File: config.mk
export PLATFORM = sky130hd
export DESIGN_NAME = pc_next_unit
export DESIGN_NICKNAME = d
export VERILOG_FILES = /design/src/rtl/cpu_pkg.sv /design/src/rtl/pc_target_calc.sv /design/src/rtl/pc_next_unit.sv
export SDC_FILE = /design/constraint.sdc
export NUM_CORES = 1
export LEC_CHECK = 0
export CORE_ASPECT_RATIO = 1.5
export CORE_MARGIN = 3
export CORE_UTILIZATION = 51
export DETAILED_ROUTE_END_ITERATION = 12
export PLACE_DENSITY_LB_ADDON = 0.1
export SLEW_MARGIN = 20
export SYNTH_ARGS = -nofsm -noshare
export SYNTH_HDL_FRONTEND = slang
export SYNTH_SLANG_ARGS = --single-unit
File: constraint.sdc
create_clock -name clk -period 5.75 [get_ports clk]
set_input_delay 0.575 -clock clk [delete_from_list [all_inputs] [get_ports clk]]
set_output_delay 0.575 -clock clk [all_outputs]
set_load 0.02 [all_outputs]
File: src/rtl/cpu_pkg.sv
// Shared CPU definitions: next-PC select codes and the PC-stage FSM state type.
package cpu_pkg;

  localparam logic [1:0] PC_SEL_SEQ = 2'b00;
  localparam logic [1:0] PC_SEL_BR  = 2'b01;
  localparam logic [1:0] PC_SEL_JMP = 2'b10;
  localparam logic [1:0] PC_SEL_RSV = 2'b11;

  typedef enum logic [1:0] {
    BOOT   = 2'b00,
    RUN    = 2'b01,
    HALTED = 2'b10,
    FAULT  = 2'b11
  } pc_state_e;

endpackage

File: src/rtl/pc_target_calc.sv
// Combinational next-PC arithmetic: PC+4, branch and jump targets, selected next PC.
module pc_target_calc
  import cpu_pkg::*;
#(
  parameter int unsigned ADDR_W = 32
) (
  input  logic [ADDR_W-1:0] pc,
  input  logic [1:0]        pc_sel,
  input  logic [15:0]       branch_offset,
  input  logic [25:0]       jump_index,
  output logic [ADDR_W-1:0] pc_plus4,
  output logic [ADDR_W-1:0] branch_tgt,
  output logic [ADDR_W-1:0] jump_tgt,
  output logic [ADDR_W-1:0] next_pc
);

  logic [ADDR_W-1:0] branch_disp;

  assign pc_plus4    = pc + ADDR_W'(4);
  assign branch_disp = {{(ADDR_W-18){branch_offset[15]}}, branch_offset, 2'b00};
  assign branch_tgt  = pc_plus4 + branch_disp;

  // With a 28-bit PC the jump field covers the whole address, so no region bits remain.
  if (ADDR_W > 28) begin : g_jump_region
    assign jump_tgt = {pc_plus4[ADDR_W-1:28], jump_index, 2'b00};
  end else begin : g_jump_full
    assign jump_tgt = {jump_index, 2'b00};
  end

  always_comb begin
    next_pc = pc_plus4;
    case (pc_sel)
      PC_SEL_BR:  next_pc = branch_tgt;
      PC_SEL_JMP: next_pc = jump_tgt;
      default:    next_pc = pc_plus4;
    endcase
  end

endmodule

File: src/rtl/pc_next_unit.sv
// Program-counter stage: PC register, boot/run/halt/fault control and retired-instruction counter.
module pc_next_unit
  import cpu_pkg::*;
#(
  parameter int unsigned       ADDR_W     = 32,
  parameter logic [ADDR_W-1:0] RESET_PC   = '0,
  parameter int unsigned       IMEM_WORDS = 256,
  parameter int unsigned       CNT_W      = 32
) (
  input  logic              clk,
  input  logic              rst_n,
  input  logic [1:0]        pc_sel,
  input  logic [15:0]       branch_offset,
  input  logic [25:0]       jump_index,
  input  logic              stall,
  input  logic              halt,
  output logic [ADDR_W-1:0] pc,
  output logic [ADDR_W-1:0] pc_plus4,
  output logic              pc_valid,
  output logic              halted,
  output logic              pc_fault,
  output logic [CNT_W-1:0]  retired
);

  // Limit computed in 64 bits so a memory spanning the full address space never faults.
  localparam longint unsigned PC_LIMIT = longint'(IMEM_WORDS) * 64'd4;

  pc_state_e         state;
  logic [ADDR_W-1:0] next_pc;
  logic              out_of_range;

  pc_target_calc #(
    .ADDR_W(ADDR_W)
  ) u_target_calc (
    .pc           (pc),
    .pc_sel       (pc_sel),
    .branch_offset(branch_offset),
    .jump_index   (jump_index),
    .pc_plus4     (pc_plus4),
    .branch_tgt   (),
    .jump_tgt     (),
    .next_pc      (next_pc)
  );

  assign out_of_range = 64'(next_pc) >= PC_LIMIT;

  always_ff @(posedge clk or negedge rst_n) begin
    if (!rst_n) begin
      state    <= BOOT;
      pc       <= RESET_PC;
      retired  <= '0;
      pc_valid <= 1'b0;
      halted   <= 1'b0;
      pc_fault <= 1'b0;
    end else begin
      case (state)
        BOOT: begin
          state    <= RUN;
          pc_valid <= 1'b1;
        end
        RUN: begin
          if (halt) begin
            state    <= HALTED;
            pc_valid <= 1'b0;
            halted   <= 1'b1;
          end else if (!stall) begin
            if (out_of_range) begin
              state    <= FAULT;
              pc_valid <= 1'b0;
              pc_fault <= 1'b1;
            end else begin
              pc      <= next_pc;
              retired <= retired + CNT_W'(1);
            end
          end
        end
        default: begin
          state <= state;
        end
      endcase
    end
  end

endmodule

Yosys cells after proc, flatten, opt, wreduce, memory -nomap -nowiden
Cells that the tools add are included.

operators by class
  reduce and logical (&&, ||, !) cells = 6
  add/sub/neg operators = 3
  muxes and demuxes = 9
  equal/unequal tests = 5
  bitwise operators = 3
  order comparisons = 1

operators with widths
  operator                                                                  number
  32-bit one-hot mux with 2 select lines                                    1
  32-bit by 1-bit adder with 32-bit output (second input constant)          1
  32-bit by 3-bit adder with 32-bit output (second input constant)          1
  32-bit adder                                                              1
  32-bit by 11-bit >= comparator with 1-bit output (second input constant)  1
  4-bit AND reduction                                                       2
  2-bit 2-to-1 mux                                                          3
  3-bit != test (second input constant)                                     2
  2-bit by 1-bit == test with 1-bit output (second input constant)          2
  2-bit one-hot mux with 2 select lines                                     1
  1-bit 2-to-1 mux                                                          3
  1-bit inverter                                                            3
  3-bit AND reduction                                                       1
  2-bit == test (second input constant)                                     1
  2-bit zero test                                                           1
  1-bit one-hot mux with 2 select lines                                     1
  2-bit AND reduction                                                       1
  2-bit nonzero test                                                        1

storage, ports and cells
  input bits = 48
  flip-flop bits (word level) = 69
  output and inout port bits = 99

Longest topological paths before layout
  depth in word-level cells = 8
  gate-level depth with buffers = 19
  mapped depth without buffers = 17

By module
Synthesis repeated with hierarchy kept, for this count alone.

second synthesis, totals
  cell total of the unflattened synthesis = 707
  area total of the unflattened synthesis = 6073.3 µm²

by module, submodules not included
  module          area an instance (µm²)  seq. area each (µm²)  cells an instance  instances
  pc_target_calc  3198.1                  0.0                   479                1
  pc_next_unit    2875.3                  1726.7                228                1

Worst setup path after synthesis
Ideal clock, no wire load.

  kind = register -> register
  from = register pc[2]
  to = register retired[19]
  buffers on the path = 2
  clock period less this slack = 5.223 ns
  arrival time = 5.089 ns
  cell stages (with the launch flop) = 20
  data required time = 5.616 ns
  slack = 0.527 ns
  library setup time = 0.134 ns
  cell sequence = dfrtp_1 -> ha_1 -> nand4_1 -> or3_1 -> nor2_1 -> and3_1 -> xor2_1 -> ha_1 -> clkbuf_1 -> a21oi_1 -> o21ai_0 -> or2_2 -> nand3b_1 -> a211o_1 -> o2111ai_1 -> nor4b_1 -> o21ai_1 -> clkbuf_1 -> nor4_2 -> xor2_1

between the ends
  cells in the longest elaborated chain, start to end = 6

ends and longest elaborated chain
  what                                                line                  text
  start, declared                                     pc_next_unit.sv:17    output logic [ADDR_W-1:0] pc,
  start signal, assigned                              pc_next_unit.sv:72    pc <= next_pc;
  32-bit by 3-bit adder with 32-bit output *          pc_target_calc.sv:19  assign pc_plus4 = pc + ADDR_W'(4);
  via pc_plus4[24]                                    pc_next_unit.sv:18    output logic [ADDR_W-1:0] pc_plus4,
  32-bit adder                                        pc_target_calc.sv:21  assign branch_tgt = pc_plus4 + branch_disp;
  32-bit one-hot mux with 2 select lines *            pc_target_calc.sv:32  case (pc_sel)
  32-bit by 11-bit >= comparator with 1-bit output *  pc_next_unit.sv:45    assign out_of_range = 64'(next_pc) >= PC_LIMIT;
  1-bit inverter (no line) *                          -
  4-bit AND reduction (no line) *                     -
  end signal, assigned                                pc_next_unit.sv:73    retired <= retired + CNT_W'(1);
  end, declared                                       pc_next_unit.sv:22    output logic [CNT_W-1:0] retired

Mark *: on every way through the listed nets, which the timed path passes. The rest lies on a longest branch.
A chain may end at the register's enable or synchronous reset.

Worst setup path after layout
  from = register pc[2]
  to = register pc[2]

between the ends
  cells in the longest elaborated chain, start to end = 6

ends and longest elaborated chain
  what                                              line
  32-bit by 3-bit adder with 32-bit output *        pc_target_calc.sv:19
  32-bit adder                                      pc_target_calc.sv:21
  32-bit one-hot mux with 2 select lines *          pc_target_calc.sv:32
  32-bit by 11-bit >= comparator with 1-bit output  pc_next_unit.sv:45
  1-bit inverter (no line)                          -
  4-bit AND reduction (no line)                     -

Mark *: on every way between the ends. The rest lies on a longest branch, timed or not.

==> metrics.csv <==
stage;metric;value;unit
setup_path;max incr delay on CP;0.49;ns
power_and_ir_drop;Pwr Density;155.2;nW/um^2
placement;post-DP HPWL;15370;um
run_status;status;finished, final reports clean;
logic_synthesis;area fraction of the dominant cell type after synthesis;28.96;%
logic_synthesis;Post-synth EDFFs;0;
setup_path;CP Cell Sequence;ha_1 -> nand4_1 -> buf_4 -> or3_1 -> nor2_4 -> and3_1 -> xor2_1 -> ha_1 -> a21oi_1 -> o21ai_0 -> or2_2 -> nand3b_1 -> nand4_1 -> o2111ai_1 -> nor4b_2 -> buf_4 -> o21ai_4 -> buf_4 -> a2111o_1 -> o21ai_0;
route;drt first-iter violations;360;
power_and_ir_drop;part of the power in combinational logic;19.1;%
global_route;vias in the first global route;6120;
route;Post-DRT Antenna Nets;0;
setup_path;worst endpoint required time;6.00;ns
sta;final worst-path cycle share;94.00;%
logic_synthesis;Synth top cells by count;dfrtp_1, nand2_1, xor2_1;
die;Die H;138.4;um
clocking;clk root buf;clkbuf_16;
power_and_ir_drop;Pleak;0.003471;uW
logic_synthesis;synth top area cells;dfrtp_1, ha_1, xor2_1;
setup_path;Critical Path Source Type;flop;
setup_path;Max FO, Critical Path;33;
die;Ports;147;
setup_path;critical path's slowest cell;dfrtp_1;
logic_synthesis;ys async rst share;100.0;%
setup_path;crit path buf inv count;3;
setup_path;Worst path top cell family by delay;simple AND/OR/NAND/NOR gates;
layout;layout cell share with drive strength beyond 1;8.373;%
logic_synthesis;most common flop cell mapped by yosys;dfrtp_1;
clocking;CTS Buffer Depth;2;
logic_synthesis;sequential area share after synthesis;28.96;%
sta;fmax;0.1850;GHz
worst_hold_path;HP Class;input port to asynchronous set/reset pin;
placement;GP Congestion;0.9800;
global_route;largest net degree at the start of global routing;70;
die;Initial Util;53.08;%
layout;Ant. Diodes;0;
die;core area;11230;sq um
sta;Fin Hold WS;0.4204;ns
route;first drt pass iteration count;6;
global_route;first-pass GRT wire length;31620;um
placement;IO buf count;146;
setup_path;critical path class;flop to flop;
global_route;initial antenna violation count;0;
sta;setup violators final;0;
clocking;later-pin clock latency in the skew report;0.33;ns
sta;worst-margin pin slew;0.8656;ns
route;WL/cell;20.27;um
clocking;CTS tree;yes;
power_and_ir_drop;internal power;897.8;uW
sta;Final Max Tran Viols;0;
die;Rows;47;
logic_synthesis;Syn. warnings;0;
logic_synthesis;cell taking the most area after synthesis;dfrtp_1;
sta;setup TNS;0;ns
logic_synthesis;FF+latch count, synth;69;
die;die area;13050;sq um
layout;layout filler cell count;863;
sta;clock skew;0.009027;ns
power_and_ir_drop;Reg power frac;40.5;%
clocking;# clock sinks;69;
logic_synthesis;Netlist cell types;70;
route;routed vias/inst;6.226;
power_and_ir_drop;clock network power share;40.4;%
clocking;clock-pin slew on the worst setup and hold paths;0.05;ns
sta;Relative slew margins;42.29;%
sta;Tmin final;5.405;ns
route;vias;6120;
clocking;# H-tree levels;3;
logic_synthesis;mean post-synth cell area;8.616;sq um
logic_synthesis;synthesized area;5962;sq um
power_and_ir_drop;net switching power;326.9;uW
power_and_ir_drop;Switching Share;26.69;%
setup_path;Worst Setup SP;pc[2];
clocking;CTS Buf Count;9;
sta;Final Hold Fails;0;
logic_synthesis;count leader, synth;dfrtp_1;
global_route;Tot GR Track Use;30.34;%
clocking;Hold Buf Count CTS;0;
setup_path;arrival time worst endpoint;5.65;ns
power_and_ir_drop;IR drop worst, VDD;209.9;uV
sta;RSZ-0062 raised after global routing;false;
setup_path;r2r startpoint;pc[2];
layout;Post-layout nets;918;
route;DRC Markers;0;
route;Total Wirelength;19920;um
logic_synthesis;Post-Syn Instances;692;
job;max-cap viol count;0;
setup_path;Critical Path Sink Type;flop;
global_route;final global-route overflow total;0;
layout;synth-to-layout area growth;32.34;%
die;die width;94.28;um
logic_synthesis;syn_nets;777;
setup_path;CP most frequent cell;buf_4;
-- kinds of logic after synthesis --
kind of cell               after synthesis  share of synthesized area [%]
and+or+nand+nor                        287                          28.10
AOI/OAI and AO/OA                      163                          18.07
xor gates and xnor gates                76                          11.16
DFF                                     69                          28.96
buffers and inverters                   47                          3.505
adders and majority gates               37                          7.891
muxes                                   13                          2.308
-- area by class of cell --
cell class	instances	area, sq um	area share, %
inverter	16	60.06	0.7612
sequential	69	1727	21.88
timing repair buffer	161	1569	19.89
clock buffer	13	260.3	3.298
multi-input combinational	576	4083	51.74
tap	147	183.9	2.331
clock inverter	1	7.507	0.09515
-- through the flow --
step	std cells	total power (uW)	utilization, %	setup WS (ns)	instance area [sq um]
after floorplan	692	636.4	-	0.5266	5962
after global placement	968	728.7	67.39	0.1639	7570
after detailed placement	968	733.6	67.39	0.1486	7570
after CTS	982	1228	69.78	0.06783	7838
after global routing	983	1271	70.25	0.05805	7890
final	983	1225	70.25	0.3447	7890
-- power groups by stage --
stage	clock, uW	combinational (uW)	sequential, uW
detailed placement	0	230	503
global placement	0	226	503
global route	522	253	496
floorplan	0	131	506
finish	494	234	496
CTS	501	232	495
-- cells in the final DEF (no fill, tap or decap), drive strengths merged, types with 7 or more instances in the layout --
master | netlist | layout
nor2 | 38 | 38
and3 | 19 | 19
a211oi | 8 | 8
xnor2 | 29 | 29
nor2b | 22 | 22
o21bai | 8 | 8
clkdlybuf4s50 | 0 | 145
a21oi | 44 | 44
nand3 | 29 | 29
mux2i | 7 | 7
o21ai | 37 | 37
nand2 | 54 | 54
inv | 16 | 16
xor2 | 47 | 47
or3 | 9 | 9
ha | 36 | 36
buf | 11 | 16
a21o | 11 | 11
dfrtp | 69 | 69
nand4 | 30 | 30
nor3 | 27 | 27
clkbuf | 20 | 13
nor4 | 26 | 26
-- registers in the layout, indices dropped and copies added, names as in the netlist --
name,cells
halted,1
pc,32
pc_fault,1
pc_valid,1
retired,32
state,2
-- repair_timing --
action                                  CTS  global route
resized for setup                         0             8
hold endpoints to repair                  0             0
endpoints found under the setup margin    0            60
buffers inserted                          0             1
-- metal layers --
layer  track usage [%]  vias up  wire, um
met4             13.47        0       879
met3             2.717       55      1075
met5                 0        -         0
met1             35.06     2961      7322
met2             55.43      250     10650
li1                  -     2854         -
-- final timing paths --
kind / endpoint / cells after the start / slack, ns
min: retired[21] / 2 / 0.42
max reg2reg: pc[2] / 20 / 0.34
max in group asynchronous: retired[29] / 2 / 4.74
min reg2reg: retired[31] / 1 / 0.48
max: pc[2] / 20 / 0.34
min in group clk: retired[31] / 1 / 0.48
(Power assumes the default switching activity.)
